--- config.mk ---
export PLATFORM = sky130hd
export DESIGN_NAME = am_env_dac
export DESIGN_NICKNAME = d
export VERILOG_FILES = /design/src/rtl/am_env_dac.sv
export SDC_FILE = /design/constraint.sdc
export NUM_CORES = 1
export LEC_CHECK = 0
export ABC_AREA = 1
export CAP_MARGIN = 20
export CORE_MARGIN = 8
export CORE_UTILIZATION = 65
export CTS_CLUSTER_SIZE = 25
export DETAILED_ROUTE_END_ITERATION = 10
export PLACE_DENSITY = 0.86
export SYNTH_ARGS = -nofsm -noshare
export SYNTH_HDL_FRONTEND = slang
export SYNTH_SLANG_ARGS = --single-unit
--- constraint.sdc ---
create_clock -name sys_clk -period 9.8 [get_ports sys_clk]
set_input_delay 0.98 -clock sys_clk [delete_from_list [all_inputs] [get_ports sys_clk]]
set_output_delay 0.98 -clock sys_clk [all_outputs]
set_load 0.01 [all_outputs]
--- src/rtl/am_env_dac.sv ---
// am_env_dac
// Converts the squared-and-filtered AM envelope from the upstream FIR into an
// offset-binary DAC word. Every DECIM cycles one sample is captured, its
// floor square root is found bit-serially (MSB first, 7 cycles), a slow DC
// tracker is subtracted, and the AC part is gained, offset to mid-scale and
// saturated into the 14-bit DAC range.
//
// Parameters
//   DECIM      sample-capture period in sys_clk cycles (>= 10)
//   DC_SHIFT   DC-tracker time constant, as a power of two (in samples)
//   GAIN_SHIFT AC gain, as a left shift applied before the mid-scale offset
//
// Ports
//   sys_clk     in   1  clock, all state changes on its rising edge
//   sys_rst_n   in   1  asynchronous active-low reset
//   fir_out     in  14  signed squared envelope from the FIR
//   da_data     out 14  unsigned offset-binary DAC word, mid-scale 8192
//   sample_tick out  1  one-cycle pulse when da_data takes a new value
module am_env_dac #(
  parameter int DECIM      = 16,
  parameter int DC_SHIFT   = 6,
  parameter int GAIN_SHIFT = 6
) (
  input  logic               sys_clk,
  input  logic               sys_rst_n,
  input  logic signed [13:0] fir_out,
  output logic        [13:0] da_data,
  output logic               sample_tick
);

  localparam int CNT_W = (DECIM > 1) ? $clog2(DECIM) : 1;
  // Holds root << DC_SHIFT at steady state, one spare bit of headroom.
  localparam int ACC_W = 7 + DC_SHIFT + 1;
  localparam int DCE_W = ACC_W - DC_SHIFT;
  // root (0..127) minus dc_est (0..2^DCE_W-1) as a signed value.
  localparam int AC_W  = DCE_W + 2;
  localparam int V_W   = AC_W + GAIN_SHIFT + 2;

  typedef enum logic [1:0] {IDLE, CALC, POST, OUT} state_t;

  state_t                   state;
  logic        [CNT_W-1:0]  cnt;
  logic        [12:0]       x_p0;
  logic        [6:0]        root_p1;
  logic        [2:0]        bit_idx;
  logic signed [AC_W-1:0]   ac_p2;
  logic        [ACC_W-1:0]  dc_acc;

  logic        [6:0]        trial;
  logic        [13:0]       trial_sq;
  logic        [DCE_W-1:0]  dc_est;
  logic signed [AC_W-1:0]   ac_next;
  logic        [ACC_W-1:0]  dc_acc_next;
  logic signed [V_W-1:0]    ac_ext;
  logic signed [V_W-1:0]    v_full;

  // Negative envelope values are treated as silence.
  function automatic logic [12:0] clamp_neg(input logic signed [13:0] s);
    clamp_neg = s[13] ? 13'd0 : s[12:0];
  endfunction

  function automatic logic [13:0] sat_dac(input logic signed [V_W-1:0] v);
    if (v < $signed(V_W'(0)))
      sat_dac = 14'd0;
    else if (v > $signed(V_W'(16383)))
      sat_dac = 14'd16383;
    else
      sat_dac = v[13:0];
  endfunction

  always_comb begin
    trial       = root_p1 | (7'd1 << bit_idx);
    trial_sq    = 14'(trial) * 14'(trial);
    dc_est      = dc_acc[ACC_W-1:DC_SHIFT];
    ac_next     = $signed(AC_W'(root_p1)) - $signed(AC_W'(dc_est));
    // dc_acc >= dc_est always, so this never wraps below zero.
    dc_acc_next = dc_acc + ACC_W'(root_p1) - ACC_W'(dc_est);
    ac_ext      = {{(V_W-AC_W){ac_p2[AC_W-1]}}, ac_p2};
    v_full      = (ac_ext <<< GAIN_SHIFT) + $signed(V_W'(8192));
  end

  always_ff @(posedge sys_clk or negedge sys_rst_n) begin
    if (!sys_rst_n) begin
      cnt         <= '0;
      state       <= IDLE;
      x_p0        <= '0;
      root_p1     <= '0;
      bit_idx     <= '0;
      ac_p2       <= '0;
      dc_acc      <= '0;
      da_data     <= 14'd8192;
      sample_tick <= 1'b0;
    end else begin
      cnt         <= (cnt == CNT_W'(DECIM - 1)) ? '0 : cnt + 1'b1;
      sample_tick <= 1'b0;
      case (state)
        // Capture stage: a capture point outside IDLE is simply not seen.
        IDLE: begin
          if (cnt == '0) begin
            x_p0    <= clamp_neg(fir_out);
            root_p1 <= '0;
            bit_idx <= 3'd6;
            state   <= CALC;
          end
        end
        // Square-root stage: keep the trial bit if trial^2 still fits under x.
        CALC: begin
          if (trial_sq <= {1'b0, x_p0})
            root_p1 <= trial;
          if (bit_idx == 3'd0)
            state <= POST;
          else
            bit_idx <= bit_idx - 3'd1;
        end
        // DC-removal stage.
        POST: begin
          ac_p2  <= ac_next;
          dc_acc <= dc_acc_next;
          state  <= OUT;
        end
        // Output stage.
        OUT: begin
          da_data     <= sat_dac(v_full);
          sample_tick <= 1'b1;
          state       <= IDLE;
        end
        default: state <= IDLE;
      endcase
    end
  end

endmodule

Yosys cells after proc, flatten, opt, wreduce, memory -nomap -nowiden

Cells that the tools add are included.

Flip-flop bits (word level): 67
Word-level logic and storage cells: 51

Add/sub/neg operators: 6
Multiply operators: 1
Order comparisons: 3
Equal/unequal tests: 8
Shift operators: 1
Multiplexer cells: 14
Bitwise logic cells: 1
Reductions and logical operators: 8

Operators with widths:

| kind                                                                    | count |
|---|---|
| 14-bit 2-to-1 mux                                                       | 2 |
| 15-bit by 15-bit adder with 16-bit output (second input constant)       | 1 |
| 16-bit by 15-bit > comparator with 1-bit output (second input constant) | 1 |
| 16-bit by 1-bit < comparator with 1-bit output (second input constant)  | 1 |
| 14-bit by 7-bit adder with 14-bit output                                | 1 |
| 14-bit by 13-bit less-or-equal comparator with 1-bit output             | 1 |
| 7-bit by 7-bit multiplier with 14-bit output                            | 1 |
| 7-bit 2-to-1 mux                                                        | 2 |
| 7-bit one-hot mux with 2 select lines                                   | 1 |
| 14-bit by 8-bit subtractor with 14-bit output                           | 1 |
| 13-bit 2-to-1 mux                                                       | 1 |
| 7-bit by 8-bit subtractor with 9-bit output                             | 1 |
| 2-bit inequality test (second input constant)                           | 4 |
| 2-bit one-hot mux with 4 select lines                                   | 1 |
| 7-bit OR                                                                | 1 |
| 1-bit by 3-bit left shift with 7-bit output (first input constant)      | 1 |
| 3-bit 2-to-1 mux                                                        | 2 |
| 3-bit one-hot mux with 2 select lines                                   | 1 |
| 3-bit AND reduction                                                     | 2 |
| 4-bit by 1-bit adder with 4-bit output (second input constant)          | 1 |
| 2-bit equality test (second input constant)                             | 2 |
| 4-bit equality test (second input constant)                             | 1 |
| 4-bit zero test                                                         | 1 |
| 2-bit 2-to-1 mux                                                        | 2 |
| other kinds (8)                                                         | 9 |

Logic depth before layout (Yosys ltp)

Gate-level depths: netlist of the first run.

Depth in word-level cells: 6
Mapped depth: 37
Depth with buffers taken out: 37

Worst setup path after synthesis of the first run

No wires, ideal clock.

Kind: register to register
From: register bit_idx[0]
To: register root_p1[2]
Library setup time: 117 ps
Arrival: 5460 ps
Data required time: 9683 ps
Path slack: 4224 ps
Stages on the path, launching flop included: 35
Buffers on the path: 0
Clock period less this slack: 5576 ps
Cells stage by stage: dfrtp_1 > inv_1 > ha_1 > a21oi_1 > clkinv_1 > nand2_1 > inv_1 > ha_1 > xor2_1 > fa_1 > inv_1 > fa_1 > inv_1 > fa_1 > inv_1 > ha_1 > a21oi_1 > o21ai_0 > a31oi_1 > xnor2_1 > ha_1 > nand2_1 > nor2_1 > nand2_1 > nand2_1 > o21ai_0 > nand2_1 > nand2_1 > nand2_1 > nand2_1 > nand2_2 > nand2_4 > nand2_4 > nand2_1 > nand2_1

Word-level cells in the longest chain between the ends: 6

RTL lines:

| element                                                     | line | RTL |
|---|---|---|
| start: declaration                                          | 45   | `logic [2:0] bit_idx;` |
| start signal: assignment                                    | 113  | `bit_idx <= bit_idx - 3'd1;` |
| 1-bit by 3-bit left shift with 7-bit output (*)             | 72   | `trial = root_p1 \| (7'd1 << bit_idx);` |
| 7-bit OR (*)                                                | 72   |  |
| 7-bit by 7-bit multiplier with 14-bit output                | 73   | `trial_sq = 14'(trial) * 14'(trial);` |
| 14-bit by 13-bit less-or-equal comparator with 1-bit output | 108  | `if (trial_sq <= {1'b0, x_p0})` |
| 2-bit inequality test (no source line)                      | -    |  |
| 3-bit AND reduction (no source line)                        | -    |  |
| end signal: assignment                                      | 109  | `root_p1 <= trial;` |
| end: declaration                                            | 44   | `logic [6:0] root_p1;` |

Mark *: on every way between the ends. The rest lies on a longest branch, timed or not. The select of a mux whose other input is x is not followed.
A chain may end at the register's enable or synchronous reset.

Worst setup path after layout of the first run

From: register bit_idx[0]
To: register root_p1[4]

The elaborated chain is that of the path after synthesis.

==> metrics.md, run 1 <==
| Metric | Value |
|---|---|
| Simple-gate share of the synthesized area | 18.2% |
| Total number of vias | approximately 4400 |
| Hold buffers post-CTS | 0 |
| Register area | 1550 um2 |
| Layout cell share with drive strength beyond 1 | 4.39% |
| Number of flops mapped to enable cells by yosys | 0 |
| Largest net degree at the start of global routing | 63 |
| Placed insts | 794 |
| Relative slew slack | 45.5% |
| Max FO, Critical Path | 9 |
| CP Launch Type | flip-flop |
| Setup repair bufs after CTS | 0 |
| Seq/Total Area, Yosys | 29.4% |
| Commonest non-fill, non-tap cells in the layout | inv_1, nand2_1, ha_1 |
| Synth Cell Area | 5280 um2 |
| GR Overflow Total | 0 |
| Initial Utilization | 65.6% |
| CP most frequent cell | nand2_1 |
| Final Non-Filler Cells | 811 |
| Routed Antenna Nets | 0 |
| Post-route cell area | ~5800 um2 |
| Worst Path Buf+Inv | 6 |
| TritonCTS clock tree | yes |
| Max stage delay cell, worst path | fa_1 |
| Pre-CTS WS | 3.66 ns |
| Initial antenna violation count | 0 |
| Synth Flop Type | dfrtp_1 |
| Max Clk Rate | 161 MHz |
| Final core utilization | 72.2% |
| FFs w/ async S/R, synth | between 90% and 100% |
| Max IR drop VDD | roughly 120 uV |
| Final worst path period need | 6.22 ns |
| Syn_nets | approximately 780 |
| Most common library cell in the layout ignoring fill and taps | inv_1 |
| P&R area growth vs syn | 10.1% |
| Library cells used by synthesis | 36 |
| Yosys reg bits | 62 |
| Post-synthesis adder-cell area fraction | 24.5% |
| Synth Area in XOR/XNOR | under 10% |
| P_leak | 3.25 nW |
| Worst setup margin | 3.58 ns |
| Final Max Tran Viols | 0 |
| DP Area | 5620 um2 |
| CTS clk-pin slew, worst paths | roughly 0.080 ns |
| CP Capture Type | flip-flop |
| WL final | 11200 um |
| First-pass GRT wire length | 19600 um |
| DR vias/cell | between 5 and 6 |
| Tot GR Track Use | 21.1% |
| Worst Path Required | around 10 ns |
| Core Region | 8050 um2 |
| Fill cell count | around 620 |
| Nets | 808 |
| Cells after Synth | 674 |
| I/O Buffers | 30 |
| GPL Wtd Cong | 0.919 |
| Row cnt | 33 |
| Worst EP arrival | 6.50 ns |
| Hold/Removal Path Class | reg2reg |
| Total Power | 1.24 mW |
| Mean post-synth cell area | 7.83 um2 |
| Clock buffer count from CTS | 9 |
| Root Buffer | clkbuf_8 |
| Post-detail-place hpwl | 8890 um |
| Delay-heaviest family, CP | adder cells |
| DRC viols | 0 |
| RSZ-0062 raised after global routing | no |
| Max H-tree Level | 3 |
| CTS Sinks | a little over 60 |
| I/O pin cnt | 31 |
| Ys Warns | 0 |
| Crit path kind | reg2reg |
| Mux cell area share after synthesis | 0% |
| Power density cells | 213 nW/um2 |
| Clock Path Buffers | 2 |
| Worst hold slack | 0.482 ns |
| Crit-path max cell delay | about 0.53 ns |
| Max-cap check violation count | 0 |
| Drt first pass iters | 5 |
| Vert. Die Dim | 106 um |
| Worst-Margin Slew | about 0.82 ns |
| # resized after CTS | 0 |
| Die Span X | around 110 um |
| Layout Skew | about 0.015 ns |
| Number of global-route vias before repair | about 4400 |
| DR iter-0 viols | 152 |
| Synth Area in Compound Gates | 12.0% |
| Routed WL per cell | 13.8 um |
| Final setup fails | 0 |
| Area taken by multi-input logic gates | 3100 um2 |
| Inserted Diodes | 0 |
| Post-route setup TNS | 0 ns |
| Fin. Hold Viols | 0 |
| Die area | about 11000 um2 |
| Largest family of logic cells by synthesized area | adder cells |
| Run status | complete, no violations |
| Worst-skew pair later-pin latency | 0.35 ns |
| Final period utilization | 63.4% |
synthesized netlist by cell type, types with 2 or more instances:
cell type | n | share of area, %
inv_1 | 140 | 10
nand2_1 | 131 | 9.3
ha_1 | 70 | 17
dfrtp_1 | 61 | 29
o21ai_0 | 48 | 4.5
nand3_1 | 42 | 4.0
a21oi_1 | 36 | 3.4
nor2_1 | 35 | 2.5
fa_1 | 21 | 8.0
xnor2_1 | 12 | 2.0
xor2_1 | 12 | 2.0
clkbuf_1 | 9 | 0.64
o22ai_1 | 9 | 1.1
buf_4 | 6 | 0.85
nor3_1 | 5 | 0.47
a31oi_1 | 4 | 0.47
nand2_2 | 3 | 0.36
nand2_4 | 3 | 0.64
nand4_1 | 3 | 0.36
o211ai_1 | 3 | 0.43
a21o_1 | 2 | 0.28
clkinv_1 | 2 | 0.14
o21ai_4 | 2 | 0.62
o21bai_1 | 2 | 0.28
o31ai_1 | 2 | 0.28
final timing paths:
path | startpoint | to | slack, ns | depth (start not counted)
setup / recovery | bit_idx[0] | root_p1[4] | 3.58 | 34
hold / removal | da_data[13] | da_data[13] | 0.48 | 2
setup reg to reg | bit_idx[0] | root_p1[4] | 3.58 | 34
hold reg to reg | da_data[13] | da_data[13] | 0.48 | 2
max in group asynchronous | sys_rst_n | root_p1[2] | 8.50 | 2
min in group asynchronous | sys_rst_n | cnt[0] | 0.79 | 2
kinds of logic (layout without fill, tap and decap cells):
logic type	count (synthesis)	count (layout)
and+or+nand+nor	226	226
buffers and inverters	159	191
AOI/OAI and AO/OA	112	112
adders and majority gates	91	91
DFF	62	62
xor gates and xnor gates	24	24
area by class of cell:
class / instances / share of cell area [%]
clock buffer: 10 / 2.37
clock inverter: 6 / 0.775
sequential: 62 / 26.7
tap: 105 / 2.26
timing repair buffer: 32 / 5.34
inverter: 143 / 9.23
multi-input combinational: 453 / 53.3
where the power goes:
part	internal [mW]	total, mW	switching (mW)
combinational	0.276	0.662	0.386
sequential	0.323	0.372	0.0488
clock	0.0998	0.207	0.107
total	0.699	1.24	0.541
metal layers:
metal  part of all wire [%]  wire length [um]  track usage, %
met3                    3.7               420            4.11
met1                     41              4570            24.3
met5                      0                 0               0
met2                     52              5890            37.1
met4                    3.0               338            9.75
state kept, by name (all words and copies together), names as in the netlist:
| name | count |
|---|---|
| ac_p2 | 9 |
| x_p0 | 13 |
| da_data | 9 |
| bit_idx | 3 |
| cnt | 4 |
| state | 2 |
| dc_acc | 14 |
| sample_tick | 1 |
| root_p1 | 7 |
worst min-delay path, delay by kind of cell, from the launching register on:
kind,cells,cell delay [ns]
compound gates,1,0.07
buf+inv,1,0.04
flops,1,0.37
(Power assumes the default switching activity.)
==> run 2, diff against run 1 <==
--- a/config.mk
+++ b/config.mk
@@ -8,10 +8,10 @@
 export ABC_AREA = 1
 export CAP_MARGIN = 20
 export CORE_MARGIN = 8
-export CORE_UTILIZATION = 65
+export CORE_UTILIZATION = 61
 export CTS_CLUSTER_SIZE = 25
 export DETAILED_ROUTE_END_ITERATION = 10
-export PLACE_DENSITY = 0.86
+export PLACE_DENSITY = 0.81
 export SYNTH_ARGS = -nofsm -noshare
 export SYNTH_HDL_FRONTEND = slang
 export SYNTH_SLANG_ARGS = --single-unit
==> constraint.sdc (replaced) <==
create_clock -name sys_clk -period 6.1 [get_ports sys_clk]
set_input_delay 0.61 -clock sys_clk [delete_from_list [all_inputs] [get_ports sys_clk]]
set_output_delay 0.61 -clock sys_clk [all_outputs]
set_load 0.01 [all_outputs]
==> run 2 against run 1 <==
Against the previous run: setup slack got worse by 3.3 ns; hold slack worse by 0.080 ns; global-route usage decreased by 0.72 points; sequential cell count stayed put.
==> metrics.md, run 2 (synthesis gave the netlist of run 1 again) <==
| Metric | Value |
|---|---|
| Worst Path Required | 6.33 ns |
| CP most frequent cell | nand2_1 |
| Crit-path max cell delay | ~0.53 ns |
| Final setup fails | 0 |
| DR vias/cell | approximately 5.3 |
| First-pass GRT wire length | 19500 um |
| CP Launch Type | flip-flop |
| Vert. Die Dim | 109 um |
| Power density cells | between 300 and 400 nW/um2 |
| TritonCTS clock tree | yes |
| Max Clk Rate | between 150 and 200 MHz |
| CTS Sinks | 62 |
| Final period utilization | approximately 95% |
| Comb pwr share | a little over half |
| Run status | complete, no violations |
| M1 wire length | 4710 um |
| Flip-flop count of the largest register after layout | 14 |
| Hold/Removal Path Class | in2async |
| Clock Path Buffers | 2 |
| Net switching power | between 800 and 900 uW |
| Post-route setup TNS | 0 ns |
| Worst setup margin | 0.289 ns |
| Drt first pass iters | 5 |
| Total Power | about 2.0 mW |
| FF-to-FF Start | bit_idx[1] |
| Layout Skew | 0.0147 ns |
| Largest net degree at the start of global routing | 63 |
| Inserted Diodes | 0 |
| Max layer used | met4 |
| R2R Path End | root_p1[5] |
| Number of global-route vias before repair | around 4400 |
| Routed Antenna Nets | 0 |
| Tot GR Track Use | 20.4% |
| R2R cell count | 33 |
| Worst EP arrival | 6.04 ns |
| DR iter-0 viols | approximately 220 |
| DRC viols | 0 |
| Wire length on met2 | 6040 um |
| Post-detail-place hpwl | 8800 um |
| Worst R2R Setup Slack | 0.29 ns |
| Commonest non-fill, non-tap cells in the layout | inv_1, nand2_1, ha_1 |
| Nets | 820 |
| Root Buffer | clkbuf_8 |
| P&R area growth vs syn | 13.2% |
| Met3 wire length | 454 um |
| Row cnt | 34 |
| Die area | 11900 um2 |
| Placed insts | 800 |
| Total number of vias | 4405 |
| Clock power share | 18.5% |
| Crit path kind | reg2reg |
| Clock buffer count from CTS | 9 |
| Max IR drop VDD | roughly 200 uV |
| Sw frac | approximately 43% |
| Worst-skew pair later-pin latency | roughly 0.35 ns |
| Largest Register | dc_acc |
| Max FO, Critical Path | 8 |
| Routed WL per cell | 13.9 um |
| Final Max Tran Viols | 0 |
| Final Non-Filler Cells | 826 |
| DP Area | 5650 um2 |
| Pre-CTS WS | 0.0507 ns |
| Sequential share of power | 29.1% |
| CTS clk-pin slew, worst paths | 0.08 ns |
| WL final | 11400 um |
| Final worst path period need | 5.81 ns |
| Die Span X | 109 um |
| GPL Wtd Cong | 0.918 |
| P_leak | 3.31 nW |
| I/O pin cnt | 31 |
| I/O Buffers | 30 |
| Initial antenna violation count | 0 |
| Core Region | 8550 um2 |
| Worst-Margin Slew | 0.835 ns |
| Post-route cell area | 5980 um2 |
| Max stage delay cell, worst path | fa_1 |
| Top flop regs | dc_acc: 14 flops, x_p0: 13 flops |
| Most common library cell in the layout ignoring fill and taps | inv_1 |
| Initial Utilization | 61.8% |
| Layout cell share with drive strength beyond 1 | about 7.8% |
| Max-cap check violation count | 0 |
| Cell-internal power | 1.16 mW |
| Max H-tree Level | 3 |
| GR Overflow Total | 0 |
| Fin. Hold Viols | 0 |
| Relative slew slack | 44.3% |
| CP Capture Type | flip-flop |
-- run 2: cell count changes in the layout (fill, tap and decap cells not counted), moves of 2 or more --
| cell | before | now |
|---|---|---|
| a21oi_2 | 0 | 4 |
| o21ai_0 | 48 | 46 |
| clkinv_2 | 2 | 0 |
| buf_4 | 2 | 14 |
| inv_2 | 1 | 5 |
| a21oi_1 | 36 | 32 |
| clkinvlp_4 | 0 | 2 |
| o21ai_1 | 1 | 3 |
| ha_1 | 70 | 68 |
| inv_1 | 140 | 136 |
-- run 2: critical path: cells and delay by family, from the launching register on --
kind,cells,cell delay [ns]
buffers and inverters,6,0.38
xor gates and xnor gates,2,0.32
adders and majority gates,7,2.61
and+or+nand+nor,15,1.36
DFF,1,0.44
AOI/OAI and AO/OA,3,0.61
-- run 2: routing by layer --
layer  vias to the layer above  global-route usage [%]
met4                         0                    8.11
met1                      2064                    23.8
met5                         -                       0
met3                        16                    3.37
met2                       109                    36.5
li1                       2216                       -
-- run 2: worst max-delay path by stage --
| stage | slack, ns | cells past startpoint | startpoint | endpoint |
|---|---|---|---|---|
| after floorplan | 0.52 | 34 | bit_idx[0] | root_p1[2] |
| after global placement | 0.32 | 34 | bit_idx[1] | root_p1[6] |
| after detailed placement | 0.05 | 34 | bit_idx[1] | root_p1[4] |
| after CTS | 0.0002 | 34 | bit_idx[1] | root_p1[5] |
| after global routing | -0.04 | 33 | bit_idx[1] | root_p1[3] |
| final | 0.29 | 33 | bit_idx[1] | root_p1[5] |
-- run 2: cell type report --
type                    instances  area (um2)
inverters                     143         537
multi-input cells             453        3150
clock buffers                   9         124
fillers                       657        2570
clock inverters                 7        80.1
flip-flops and latches         62        1550
well taps                     108         135
repair buffers                 44         400
-- run 2: repair_timing --
item,CTS,global route
buffers inserted,0,9
resized for setup,0,17
hold buffers,0,0
endpoints found under the setup margin,0,7
-- run 2: per-stage QoR --
| step | utilization [%] | hold WS, ns |
|---|---|---|
| floorplan | - | 0.314 |
| global placement | 66.1 | 0.458 |
| detailed placement | 66.1 | 0.473 |
| CTS | 68.5 | 0.429 |
| global route | 69.9 | 0.474 |
| finish | 69.9 | 0.402 |
-- run 2: power groups by stage --
stage                     Sequential [mW]  Clock [mW]  Combinational, mW
after floorplan                     0.595           0              0.783
after global placement              0.597           0               1.02
after detailed placement            0.602           0               1.05
after CTS                           0.594       0.383               1.06
after global routing                0.608       0.401               1.22
final                               0.594       0.378               1.07
